File: src/rtl/vga_timing_pkg.sv
// vga_timing_pkg: 640x480@60 Hz timing constants and coordinate type
// shared by the VGA scan-out blocks.
package vga_timing_pkg;

    typedef logic [9:0] coord_t;

    localparam coord_t H_VISIBLE = 10'd640;
    localparam coord_t H_FRONT   = 10'd16;
    localparam coord_t H_SYNC    = 10'd96;
    localparam coord_t H_BACK    = 10'd48;
    localparam coord_t H_TOTAL   = H_VISIBLE + H_FRONT + H_SYNC + H_BACK;

    localparam coord_t V_VISIBLE = 10'd480;
    localparam coord_t V_FRONT   = 10'd10;
    localparam coord_t V_SYNC    = 10'd2;
    localparam coord_t V_BACK    = 10'd33;
    localparam coord_t V_TOTAL   = V_VISIBLE + V_FRONT + V_SYNC + V_BACK;

    localparam coord_t H_LAST       = H_TOTAL - 10'd1;
    localparam coord_t V_LAST       = V_TOTAL - 10'd1;
    localparam coord_t H_SYNC_START = H_VISIBLE + H_FRONT;
    localparam coord_t H_SYNC_END   = H_SYNC_START + H_SYNC;
    localparam coord_t V_SYNC_START = V_VISIBLE + V_FRONT;
    localparam coord_t V_SYNC_END   = V_SYNC_START + V_SYNC;

    localparam int IMG_W = 128;
    localparam int IMG_H = 96;

endpackage

File: src/rtl/vga_sync_counter.sv
// vga_sync_counter: pixel-clock divider, h/v raster counters and the
// raw (stage-0) visible / hsync / vsync flags.
module vga_sync_counter
    import vga_timing_pkg::*;
#(
    parameter int CLK_DIV = 4
) (
    input  logic   clk,
    input  logic   reset,
    output logic   tick_o,
    output coord_t hcount_o,
    output coord_t vcount_o,
    output logic   visible_o,
    output logic   hsync_o,
    output logic   vsync_o
);

    localparam int DIV_W = (CLK_DIV > 1) ? $clog2(CLK_DIV) : 1;
    localparam logic [DIV_W-1:0] DIV_LAST = DIV_W'(CLK_DIV - 1);

    logic [DIV_W-1:0] div_q, div_d;
    coord_t           hcount_q, hcount_d;
    coord_t           vcount_q, vcount_d;
    logic             tick;

    assign tick = (div_q == DIV_LAST);

    // Next-state for the divider and the raster counters
    always_comb begin
        div_d    = tick ? '0 : div_q + DIV_W'(1);
        hcount_d = hcount_q;
        vcount_d = vcount_q;
        if (tick) begin
            if (hcount_q == H_LAST) begin
                hcount_d = '0;
                vcount_d = (vcount_q == V_LAST) ? '0 : vcount_q + 10'd1;
            end else begin
                hcount_d = hcount_q + 10'd1;
            end
        end
    end

    // Counter state registers
    always_ff @(posedge clk) begin
        if (reset) begin
            div_q    <= '0;
            hcount_q <= '0;
            vcount_q <= '0;
        end else begin
            div_q    <= div_d;
            hcount_q <= hcount_d;
            vcount_q <= vcount_d;
        end
    end

    assign tick_o    = tick;
    assign hcount_o  = hcount_q;
    assign vcount_o  = vcount_q;
    assign visible_o = (hcount_q < H_VISIBLE) && (vcount_q < V_VISIBLE);
    assign hsync_o   = ~((hcount_q >= H_SYNC_START) && (hcount_q < H_SYNC_END));
    assign vsync_o   = ~((vcount_q >= V_SYNC_START) && (vcount_q < V_SYNC_END));

endmodule

File: src/rtl/vga_vram_reader.sv
// vga_vram_reader: 640x480 scan-out of a 128x96 1-bit-per-colour VRAM,
// 5x upscaled. Define TEST_PATTERN_EN to replace VRAM data with colour bars.
module vga_vram_reader
    import vga_timing_pkg::*;
#(
    parameter int CLK_DIV = 4,
    parameter int SCALE   = 5
) (
    input  logic        clk,
    input  logic        reset,
    input  logic        red_in,
    input  logic        green_in,
    input  logic        blue_in,
    output logic [13:0] address,
    output logic [3:0]  vga_red,
    output logic [3:0]  vga_green,
    output logic [3:0]  vga_blue,
    output logic        hsync,
    output logic        vsync
);

    localparam int COL_W = $clog2(IMG_W);
    localparam int ROW_W = $clog2(IMG_H);
    localparam int SUB_W = (SCALE > 1) ? $clog2(SCALE) : 1;
    localparam logic [SUB_W-1:0] SUB_LAST = SUB_W'(SCALE - 1);

    logic   tick;
    coord_t hcount, vcount;
    logic   vis0, hs0, vs0;

    vga_sync_counter #(
        .CLK_DIV (CLK_DIV)
    ) u_sync (
        .clk       (clk),
        .reset     (reset),
        .tick_o    (tick),
        .hcount_o  (hcount),
        .vcount_o  (vcount),
        .visible_o (vis0),
        .hsync_o   (hs0),
        .vsync_o   (vs0)
    );

    logic [SUB_W-1:0] xsub_q, xsub_d, ysub_q, ysub_d;
    logic [COL_W-1:0] col_q, col_d;
    logic [ROW_W-1:0] row_q, row_d;

    // Upscale counters: step alongside hcount/vcount, no divider needed
    always_comb begin
        xsub_d = xsub_q;
        col_d  = col_q;
        ysub_d = ysub_q;
        row_d  = row_q;
        if (tick) begin
            if (hcount == H_LAST) begin
                xsub_d = '0;
                col_d  = '0;
                if (vcount == V_LAST) begin
                    ysub_d = '0;
                    row_d  = '0;
                end else if (vcount < V_VISIBLE) begin
                    if (ysub_q == SUB_LAST) begin
                        ysub_d = '0;
                        row_d  = row_q + ROW_W'(1);
                    end else begin
                        ysub_d = ysub_q + SUB_W'(1);
                    end
                end
            end else if (hcount < H_VISIBLE) begin
                if (xsub_q == SUB_LAST) begin
                    xsub_d = '0;
                    col_d  = col_q + COL_W'(1);
                end else begin
                    xsub_d = xsub_q + SUB_W'(1);
                end
            end
        end
    end

    // Upscale counter registers
    always_ff @(posedge clk) begin
        if (reset) begin
            xsub_q <= '0;
            col_q  <= '0;
            ysub_q <= '0;
            row_q  <= '0;
        end else begin
            xsub_q <= xsub_d;
            col_q  <= col_d;
            ysub_q <= ysub_d;
            row_q  <= row_d;
        end
    end

    logic [13:0] address_q, address_d;
    logic        vis1_q, hs1_q, vs1_q;
    logic [2:0]  src;

    assign address_d = vis0 ? {row_q, col_q} : address_q;

`ifdef TEST_PATTERN_EN
    logic [2:0] bar1_q;
    logic       unused_vram;

    assign unused_vram = ^{red_in, green_in, blue_in};
    assign src         = bar1_q;

    // Bar index travels with the stage-1 flags
    always_ff @(posedge clk) begin
        if (reset) begin
            bar1_q <= '0;
        end else begin
            bar1_q <= col_q[COL_W-1:COL_W-3];
        end
    end
`else
    assign src = {red_in, green_in, blue_in};
`endif

    // Stage 1: VRAM address plus delayed blank/sync flags
    always_ff @(posedge clk) begin
        if (reset) begin
            address_q <= '0;
            vis1_q    <= 1'b0;
            hs1_q     <= 1'b1;
            vs1_q     <= 1'b1;
        end else begin
            address_q <= address_d;
            vis1_q    <= vis0;
            hs1_q     <= hs0;
            vs1_q     <= vs0;
        end
    end

    logic [3:0] red_q, green_q, blue_q;
    logic       hsync_q, vsync_q;

    // Stage 2: colours gated by blanking, registered with the syncs
    always_ff @(posedge clk) begin
        if (reset) begin
            red_q   <= 4'h0;
            green_q <= 4'h0;
            blue_q  <= 4'h0;
            hsync_q <= 1'b1;
            vsync_q <= 1'b1;
        end else begin
            red_q   <= vis1_q ? {4{src[2]}} : 4'h0;
            green_q <= vis1_q ? {4{src[1]}} : 4'h0;
            blue_q  <= vis1_q ? {4{src[0]}} : 4'h0;
            hsync_q <= hs1_q;
            vsync_q <= vs1_q;
        end
    end

    assign address   = address_q;
    assign vga_red   = red_q;
    assign vga_green = green_q;
    assign vga_blue  = blue_q;
    assign hsync     = hsync_q;
    assign vsync     = vsync_q;

endmodule
File: config.mk
export PLATFORM = sky130hd
export DESIGN_NAME = vga_vram_reader
export DESIGN_NICKNAME = d
export VERILOG_FILES = /design/src/rtl/vga_timing_pkg.sv /design/src/rtl/vga_sync_counter.sv /design/src/rtl/vga_vram_reader.sv
export SDC_FILE = /design/constraint.sdc
export NUM_CORES = 1
export LEC_CHECK = 0
export CAP_MARGIN = 20
export CORE_MARGIN = 2
export CORE_UTILIZATION = 50
export DETAILED_ROUTE_END_ITERATION = 16
export PLACE_DENSITY_LB_ADDON = 0.15
export SLEW_MARGIN = 20
export SYNTH_ARGS = -nofsm -noshare
export SYNTH_HDL_FRONTEND = slang
export SYNTH_SLANG_ARGS = --single-unit
File: constraint.sdc
create_clock -name clk -period 2 [get_ports clk]
set_clock_uncertainty 0.05 [all_clocks]
set_input_delay 0.4 -clock clk [delete_from_list [all_inputs] [get_ports clk]]
set_output_delay 0.4 -clock clk [all_outputs]
set_load 0.005 [all_outputs]
==> results of run 1 <==
what timing repair did:
| action | CTS | global route |
|---|---|---|
| gates resized for setup | 0 | 3 |
| hold endpoints to repair | 0 | 0 |
| hold buffers | 0 | 0 |
| setup endpoints to repair | 0 | 4 |
worst max-delay path: stages, from the launching register on:
cell and delay, ns:
dfxtp_1 0.34, ha_2 0.22, nor4b_4 0.28, buf_4 0.18
and4_2 0.29, nand4_1 0.23, o22ai_1 0.22
per-stage QoR:
stage / worst slack (ns) / instances / utilization (%)
5_1_grt: 0.00959 / 480 / 62.8
3_5_place_dp: 0.0900 / 464 / 58.7
2_1_floorplan: 0.221 / 368 / -
4_1_cts: 0.0563 / 480 / 62.6
6_report: 0.123 / 480 / 62.8
3_3_place_gp: 0.148 / 464 / 58.7
where the power goes:
group | switching (mW) | internal (mW)
clock | 0.524 | 0.739
sequential | 0.00961 | 1.29
combinational | 0.0526 | 0.0464
total | 0.586 | 2.07
layout make-up:
class / instances / area, um^2
fill: 525 / 2200
multi-input combinational: 252 / 1560
sequential: 64 / 1280
timing repair buffer: 51 / 470
clock buffer: 10 / 138
tap: 75 / 93.8
clock inverter: 6 / 92.6
inverter: 22 / 82.6
layout by cell type, fill, tap and decap left out, types with 2 or more instances in the layout:
cell and n:
and3_1 11, nand3b_1 3, or3_1 7, clkbuf_8 10
inv_1 22, bufinv_16 2, o32ai_1 12, clkdlybuf4s50_1 31
nand3_1 38, and2_1 10, a21oi_1 38, a31oi_1 7
a211oi_1 2, or4_1 2, nand2b_1 2, o21ai_0 15
nand4b_1 2, nand4_1 12, or2_2 3, nor2_1 10
nor3_1 6, dfxtp_1 64, a311oi_1 3, clkinv_4 2
ha_1 11, nand2_1 32, xnor2_1 5, buf_4 18
nor3b_1 2, o22ai_1 2, xor2_1 4, clkinvlp_4 2
synth_stat cells, drive strengths merged (2+ instances only):
master,instances,share of area (%)
a211oi,2,0.49
a21oi,38,6.2
a311oi,3,0.86
a31oi,7,1.4
and2,10,2.0
and3,11,2.2
buf,14,3.2
clkbuf,16,2.0
dfxtp,64,42
ha,12,4.9
inv,22,2.7
nand2,32,3.9
nand2b,2,0.41
nand3,38,6.2
nand3b,3,0.73
nand4,13,2.9
nand4b,2,0.57
nor2,10,1.2
nor3,6,0.98
nor3b,2,0.49
o21ai,16,2.6
o22ai,2,0.41
o32ai,12,3.4
or2,3,0.61
or3,7,1.4
or4,2,0.49
xnor2,5,1.4
xor2,4,1.1
cells by family after synthesis:
| logic type | share of synthesized area, % |
|---|---|
| flops | 41.7 |
| fa+ha+maj | 4.89 |
| compound gates | 16.7 |
| xor+xnor | 2.57 |
| simple gates | 26.4 |
| buf+inv | 7.82 |
sequential cells by signal, indices dropped and copies added, names as in the netlist:
register         count
vga_red              1
col_q                7
u_sync.div_q         2
vis1_q               1
hs1_q                1
row_q                7
u_sync.vcount_o     10
vs1_q                1
u_sync.hcount_o     10
vga_green            1
vsync                1
ysub_q               3
hsync                1
xsub_q               3
address             14
vga_blue             1
layer usage:
metal / GRT usage (%) / wire, um / vias up
met5: 0 / 0 / -
met4: 7.50 / 95 / 0
met3: 5.65 / 264 / 9
met2: 35.7 / 3170 / 47
met1: 26.9 / 3120 / 1302
li1: - / - / 1379
final timing paths:
kind / startpoint / endpoint / slack, ns / cells past startpoint
worst max register to register: u_sync.hcount_o[0] / row_q[0] / 0.12 / 6
worst min-delay path: hs1_q / hsync / 0.36 / 1
worst max-delay path: u_sync.hcount_o[0] / row_q[0] / 0.12 / 6
worst min register to register: hs1_q / hsync / 0.36 / 1
==> impl_metrics.csv, run 1 <==
group,metric,value,unit
clock_tree,clock-sinks,64,
floorplan,dieWidth,82.4,um
drt,ant_nets,0,
logic_synthesis,ys_async_sr_fraction,0,%
logic_synthesis,ys_warn_count,0,
logic_synthesis,synth_area_per_cell,8.35,um^2
clock_tree,numCtsBuffers,9,
worst_hold_path,hold_class,"reg -> reg",
final_layout,drive_gt1_share,11.1,%
logic_synthesis,synth_edf_count,0,
place,io_buffers,32,
place,dp_hpwl,4620,um
global_route,grt_pass1_vias,2554,
clock_tree,clk_pin_slew_worst_paths,0.07,ns
flow_run,max_cap_violations,0,
clock_tree,root_buffer,"clkbuf_8",
clock_tree,insertion_delay,0.34,ns
place,globalplace.congestion,0.837,
logic_synthesis,ys_types,43,
clock_tree,cts_tree,"yes",
drt,drt-total-wl,6650,um
power,power,2.66,mW
critical_path,crit_fanout,6,
place,place_area,3480,um^2
drt,drt-wirelength-per-cell,13.9,um
logic_synthesis,syn-cell-area,3070,um^2
floorplan,placement_rows,28,
global_route,grt_pass1_wl,11300,um
drt,vias,2737,
drt,dr.first_iter.drc_count,190,
global_route,grt_max_degree,26,
sta,period_share,93.8,%
critical_path,endpoint_kind,"register",
power,p_per_area,715,nW/um^2
final_layout,antenna_cells,0,
sta,setup_violations,0,
sta,fmax,0.533,GHz
outcome,outcome,"complete, no violations",
power,p_leak,1.26,nW
clock_tree,post_cts_buffers,0,
floorplan,initial_core_util,51.9,%
clock_tree,clock_path_buffers,2,
final_layout,fin_area,3720,um^2
floorplan,die_h,82.4,um
logic_synthesis,syn_nets,385,
power,ir_drop,0.000509,V
drt,vias_per_cell,5.70,
drt,drtPass1Iterations,4,
sta,slew_viol_final,0,
sta,tightestPinTransition,0.474,ns
logic_synthesis,ys.flop_type,"dfxtp_1",
global_route,track_usage,21.5,%
critical_path,cp-start-kind,"register",
floorplan,io-pin-count,33,
sta,holdWs,0.359,ns
final_layout,finalNetCount,417,
critical_path,arrival,2.09,ns
sta,rsz0062_at_grt,"false",
global_route,grt_overflow,0,
drt,remaining_drc_errors,0,
sta,relSlewSlack,68.2,%
floorplan,die_area,6790,um^2
logic_synthesis,synth_cells,368,
critical_path,critPathKind,"reg -> reg",
floorplan,core_area,5920,um^2
sta,fin_crit,1.88,ns
sta,finalHoldViolations,0,
final_layout,area_growth,21.1,%
global_route,antenna_found_initial,0,
clock_tree,ctsHtreeMaxLevel,3,
sta,fin_setup_tns,0,ns
logic_synthesis,synth_seq_area_share,41.7,%
critical_path,required,2.22,ns
logic_synthesis,ys_seq_elements,64,
No activity file was read; power rests on OpenSTA's default activity.
==> inputs of run 2 (changes only) <==
CORE_MARGIN = unset   (was 2)
HOLD_SLACK_MARGIN = 0.05   (was unset)
==> run 2 against run 1 <==
  * Register-to-register slack improved by 0.02 ns
  * Sequential power barely moved
  * Global-route usage grew 1.1 points
  * Largest power group unchanged
  * Maximum frequency increased by 1.1%
  * Via count down 1.4%
  * Worst hold slack worse by 0.096 ns
==> impl_metrics.csv, run 2 (same netlist as run 1, synthesis figures left out) <==
group,metric,value,unit
sta,fin_crit,1.86,ns
final_layout,n_fill_cell,535,
sta,relSlewSlack,66.6,%
place,io_buffers,32,
place,dp_hpwl,4460,um
power,power_frac_clock,43.6,%
sta,fin_setup_tns,0,ns
clock_tree,clock-sinks,64,
clock_tree,post_cts_buffers,0,
power,swShare,21.9,%
sta,setup_ws,0.144,ns
final_layout,largest_reg_flops,14,
floorplan,dieWidth,80.4,um
power,p_per_area,679,nW/um^2
power,p_switching,0.543,mW
final_layout,drive_gt1_share,9.75,%
sta,fmax,0.539,GHz
floorplan,initial_core_util,51.9,%
clock_tree,numCtsBuffers,9,
critical_path,required,2.22,ns
place,place_ws,0.117,ns
final_layout,area_growth,18.7,%
drt,vias_per_cell,5.68,
clock_tree,cts_tree,"yes",
critical_path,critPathKind,"reg -> reg",
drt,drt-wirelength-per-cell,13.8,um
final_layout,mostFrequentLayoutCell,"dfxtp_1",
drt,drt-total-wl,6570,um
sta,period_share,92.8,%
floorplan,die_area,6460,um^2
power,p_seq_share,52.5,%
global_route,track_usage,22.6,%
power,p_comb_share,4.0,%
global_route,grt_pass1_vias,2482,
drt,ant_nets,0,
final_layout,finalNetCount,413,
drt,drtPass1Iterations,5,
floorplan,die_h,80.4,um
drt,dr.first_iter.drc_count,206,
sta,slew_viol_final,0,
floorplan,placement_rows,28,
floorplan,core_area,5920,um^2
critical_path,crit_fanout,14,
place,globalplace.congestion,0.825,
clock_tree,root_buffer,"clkbuf_8",
power,power,2.47,mW
critical_path,arrival,2.07,ns
global_route,grt_overflow,0,
flow_run,max_cap_violations,0,
place,place_area,3450,um^2
sta,rsz0062_at_grt,"false",
outcome,outcome,"complete, no violations",
power,p_leak,1.22,nW
power,ir_drop,0.000494,V
clock_tree,clock_path_buffers,2,
sta,setup_violations,0,
final_layout,final_cell_mix,"dfxtp_1 (64), nand3_1 (38), a21oi_1 (37)",
sta,finalHoldViolations,0,
critical_path,endpoint_kind,"register",
final_layout,fin_area,3640,um^2
drt,vias,2698,
floorplan,io-pin-count,33,
global_route,grt_max_degree,57,
worst_hold_path,hold_class,"in -> reg",
drt,remaining_drc_errors,0,
clock_tree,insertion_delay,0.34,ns
clock_tree,clk_pin_slew_worst_paths,0.06,ns
global_route,antenna_found_initial,0,
clock_tree,ctsHtreeMaxLevel,3,
global_route,grt_pass1_wl,11200,um
critical_path,cp-start-kind,"register",
power,p_int,1.93,mW
sta,tightestPinTransition,0.500,ns
final_layout,antenna_cells,0,
==> run 2: cell types whose count changed in the layout (fill, tap and decap cells not counted), sizes merged <==
cell	previous run	this run
buf	20	16
clkinvlp	2	0
bufinv	2	1
clkbuf	10	11
clkinv	2	3
==> run 2: layout make-up <==
| class | count | area (um^2) | area share [%] |
|---|---|---|---|
| Sequential cell | 64 | 1280 | 35.2 |
| Inverter | 22 | 82.6 | 2.27 |
| Timing Repair Buffer | 47 | 444 | 12.2 |
| Multi-Input combinational cell | 252 | 1560 | 42.7 |
| Clock buffer | 11 | 141 | 3.88 |
| Clock inverter | 4 | 45.0 | 1.24 |
| Tap cell | 75 | 93.8 | 2.57 |
==> run 2: final timing paths <==
kind,cells past startpoint,startpoint,to,slack [ns]
hold reg to reg,1,hs1_q,hsync,0.36
setup reg to reg,7,u_sync.vcount_o[0],row_q[0],0.14
setup / recovery,7,u_sync.vcount_o[0],row_q[0],0.14
hold / removal,2,reset,hs1_q,0.26
==> run 2: power by group through the flow <==
| stage | logic (mW) | registers [mW] | clock network, mW |
|---|---|---|---|
| 6_report | 0.0979 | 1.30 | 1.08 |
| 5_1_grt | 0.111 | 1.30 | 1.16 |
| 4_1_cts | 0.0993 | 1.30 | 1.09 |
| 3_5_place_dp | 0.0987 | 1.33 | 0 |
| 3_3_place_gp | 0.0965 | 1.33 | 0 |
| 2_1_floorplan | 0.0615 | 1.33 | 0 |
==> run 2: timing repair <==
item / 4_1_cts / 5_1_grt
gates resized for setup: 0 / 3
hold buffers: 0 / 0
endpoints found under the setup margin: 0 / 4
endpoints found under the hold margin: 0 / 0
==> run 2: layer usage <==
layer / up-vias / share of wire, % / track usage, %
met1: 1253 / 48 / 28.4
met2: 64 / 47 / 36.6
met3: 7 / 4.1 / 5.11
met4: 0 / 1.3 / 10.4
met5: - / 0 / 0
li1: 1374 / - / -
==> run 2: metrics by stage <==
step,std cells,util (%),hold slack [ns]
5_1_grt,475,61.6,0.279
3_5_place_dp,460,58.2,0.344
2_1_floorplan,368,-,0.339
3_3_place_gp,460,58.2,0.343
6_report,475,61.6,0.264
4_1_cts,475,61.4,0.253
==> run 2: critical path, stage by stage, from the launching register on <==
cell,delay (ns)
dfxtp_1,0.40
inv_1,0.10
ha_1,0.20
and4bb_2,0.26
nand3_1,0.16
buf_6,0.18
nand4_1,0.22
o22ai_1,0.22
==> inputs of run 3 (changes only) <==
CAP_MARGIN = 10   (was 20)
CORE_ASPECT_RATIO = 1.4   (was unset)
==> run 3 against run 2 <==
  * Sequential cell count unchanged
  * First-iteration DRC count down 20%
  * Largest power group unchanged
  * Setup slack worse by 0.027 ns
  * Sequential power about the same
  * Critical endpoint is now u_sync.vcount_o[5]
  * Maximum frequency down 1.4%
==> impl_metrics.csv, run 3 (same netlist as run 1, synthesis figures left out) <==
group,metric,value,unit
outcome,outcome,"complete, no violations",
critical_path,crit_fanout,6,
floorplan,io-pin-count,33,
floorplan,dieWidth,68.2,um
critical_path,endpoint,"u_sync.vcount_o[5]",
global_route,grt_pass1_vias,2412,
critical_path,r2r_start,"u_sync.hcount_o[0]",
floorplan,die_area,6470,um^2
final_layout,final_cell_mix,"dfxtp_1 (64), nand3_1 (38), a21oi_1 (38)",
critical_path,cp-start-kind,"register",
power,p_leak,1.24,nW
critical_path,timing.rr.end,"u_sync.vcount_o[5]",
place,dp_hpwl,4510,um
global_route,antenna_found_initial,0,
final_layout,drive_gt1_share,10.8,%
floorplan,initial_core_util,52.0,%
critical_path,reg2reg_depth,5,
clock_tree,numCtsBuffers,9,
drt,remaining_drc_errors,0,
place,place_area,3460,um^2
final_layout,finalNetCount,418,
power,ir_drop,0.000500,V
critical_path,r2r_setup_slack,0.12,ns
floorplan,placement_rows,33,
global_route,track_usage,22.5,%
final_layout,n_fill_cell,543,
worst_hold_path,hold_class,"reg -> reg",
clock_tree,root_buffer,"clkbuf_8",
clock_tree,ctsHtreeMaxLevel,3,
sta,fin_crit,1.88,ns
clock_tree,clock-sinks,64,
critical_path,arrival,2.11,ns
clock_tree,clock_path_buffers,2,
floorplan,die_h,94.7,um
drt,route.met2.wl,3200,um
final_layout,antenna_cells,0,
place,globalplace.congestion,0.829,
drt,vias_per_cell,5.77,
clock_tree,cts_hold_buf,0,
critical_path,critPathLaunch,"u_sync.hcount_o[0]",
sta,period_share,94.2,%
flow_run,max_cap_violations,0,
drt,top_layer,"met4",
clock_tree,insertion_delay,0.35,ns
sta,tightestPinTransition,0.487,ns
drt,drtPass1Iterations,5,
final_layout,seq_area,1280,um^2
critical_path,required,2.23,ns
sta,relSlewSlack,67.5,%
drt,vias,2745,
drt,dr.first_iter.drc_count,164,
sta,finalHoldViolations,0,
clock_tree,cts_tree,"yes",
critical_path,endpoint_kind,"register",
place,io_buffers,32,
final_layout,multiInputGateArea,1550,um^2
global_route,grt_max_degree,26,
drt,m1WireLength,2990,um
final_layout,fin_area,3670,um^2
final_layout,largest_reg_flops,14,
critical_path,critPathKind,"reg -> reg",
drt,drt-wirelength-per-cell,13.7,um
drt,drt-total-wl,6540,um
sta,fin_setup_tns,0,ns
power,p_per_area,683,nW/um^2
drt,ant_nets,0,
global_route,grt_pass1_wl,11000,um
global_route,grt_overflow,0,
sta,fmax,0.531,GHz
drt,dr_wl_met3,226,um
clock_tree,clk_pin_slew_worst_paths,0.07,ns
final_layout,area_growth,19.5,%
sta,rsz0062_at_grt,"false",
floorplan,core_area,5900,um^2
final_layout,mostFrequentLayoutCell,"dfxtp_1",
sta,slew_viol_final,0,
sta,setup_violations,0,
[run 3: cell count changes in the layout (fill, tap and decap cells not counted), sizes merged]
cell	change
buf	+5
clkinvlp	+1
[run 3: worst min-delay path by stage]
stage / from / to / depth (start not counted)
after global routing: vs1_q / vsync / 1
final: vs1_q / vsync / 1
after floorplan: hs1_q / hsync / 1
after CTS: vs1_q / vsync / 1
after detailed placement: vs1_q / vsync / 1
after global placement: vs1_q / vsync / 1
[run 3: worst max-delay path, stage by stage, from the launching register on]
cell	delay, ns
dfxtp_1	0.35
ha_2	0.23
nor4b_4	0.29
nand4_2	0.21
or4b_1	0.54
a21oi_1	0.15
[run 3: power by group]
| part | switching (mW) | total (mW) | internal [mW] |
|---|---|---|---|
| logic | 0.0517 | 0.0979 | 0.0462 |
| registers | 0.00981 | 1.30 | 1.29 |
| clock network | 0.505 | 1.11 | 0.607 |
| total | 0.566 | 2.51 | 1.94 |
[run 3: layout make-up]
type	count	share of cell area, %
Tap cell	70	2.39
Clock buffer	11	3.85
Sequential cell	64	34.9
Clock inverter	5	1.53
Inverter	22	2.25
Multi-Input combinational cell	252	42.3
Timing Repair Buffer	52	12.8
[run 3: routing by layer]
metal	vias to the layer above	global-route usage [%]
met5	-	0
met4	0	10.9
met3	13	3.62
met2	57	35.6
met1	1294	28.9
li1	1381	-
[run 3: per-stage QoR]
stage / hold slack (ns) / total power [mW] / utilization (%) / std cells / worst slack [ns]
after floorplan: 0.339 / 1.39 / - / 368 / 0.221
after global placement: 0.342 / 1.42 / 58.6 / 459 / 0.183
after detailed placement: 0.344 / 1.43 / 58.6 / 459 / 0.116
after CTS: 0.361 / 2.53 / 61.9 / 475 / 0.0951
after global routing: 0.387 / 2.60 / 62.2 / 476 / 0.0107
final: 0.360 / 2.51 / 62.2 / 476 / 0.117
[run 3: timing repair]
| item | in CTS | in global routing |
|---|---|---|
| buffers inserted | 0 | 1 |
| endpoints found under the setup margin | 0 | 6 |
| resized for setup | 0 | 2 |
| hold endpoints to repair | 0 | 0 |
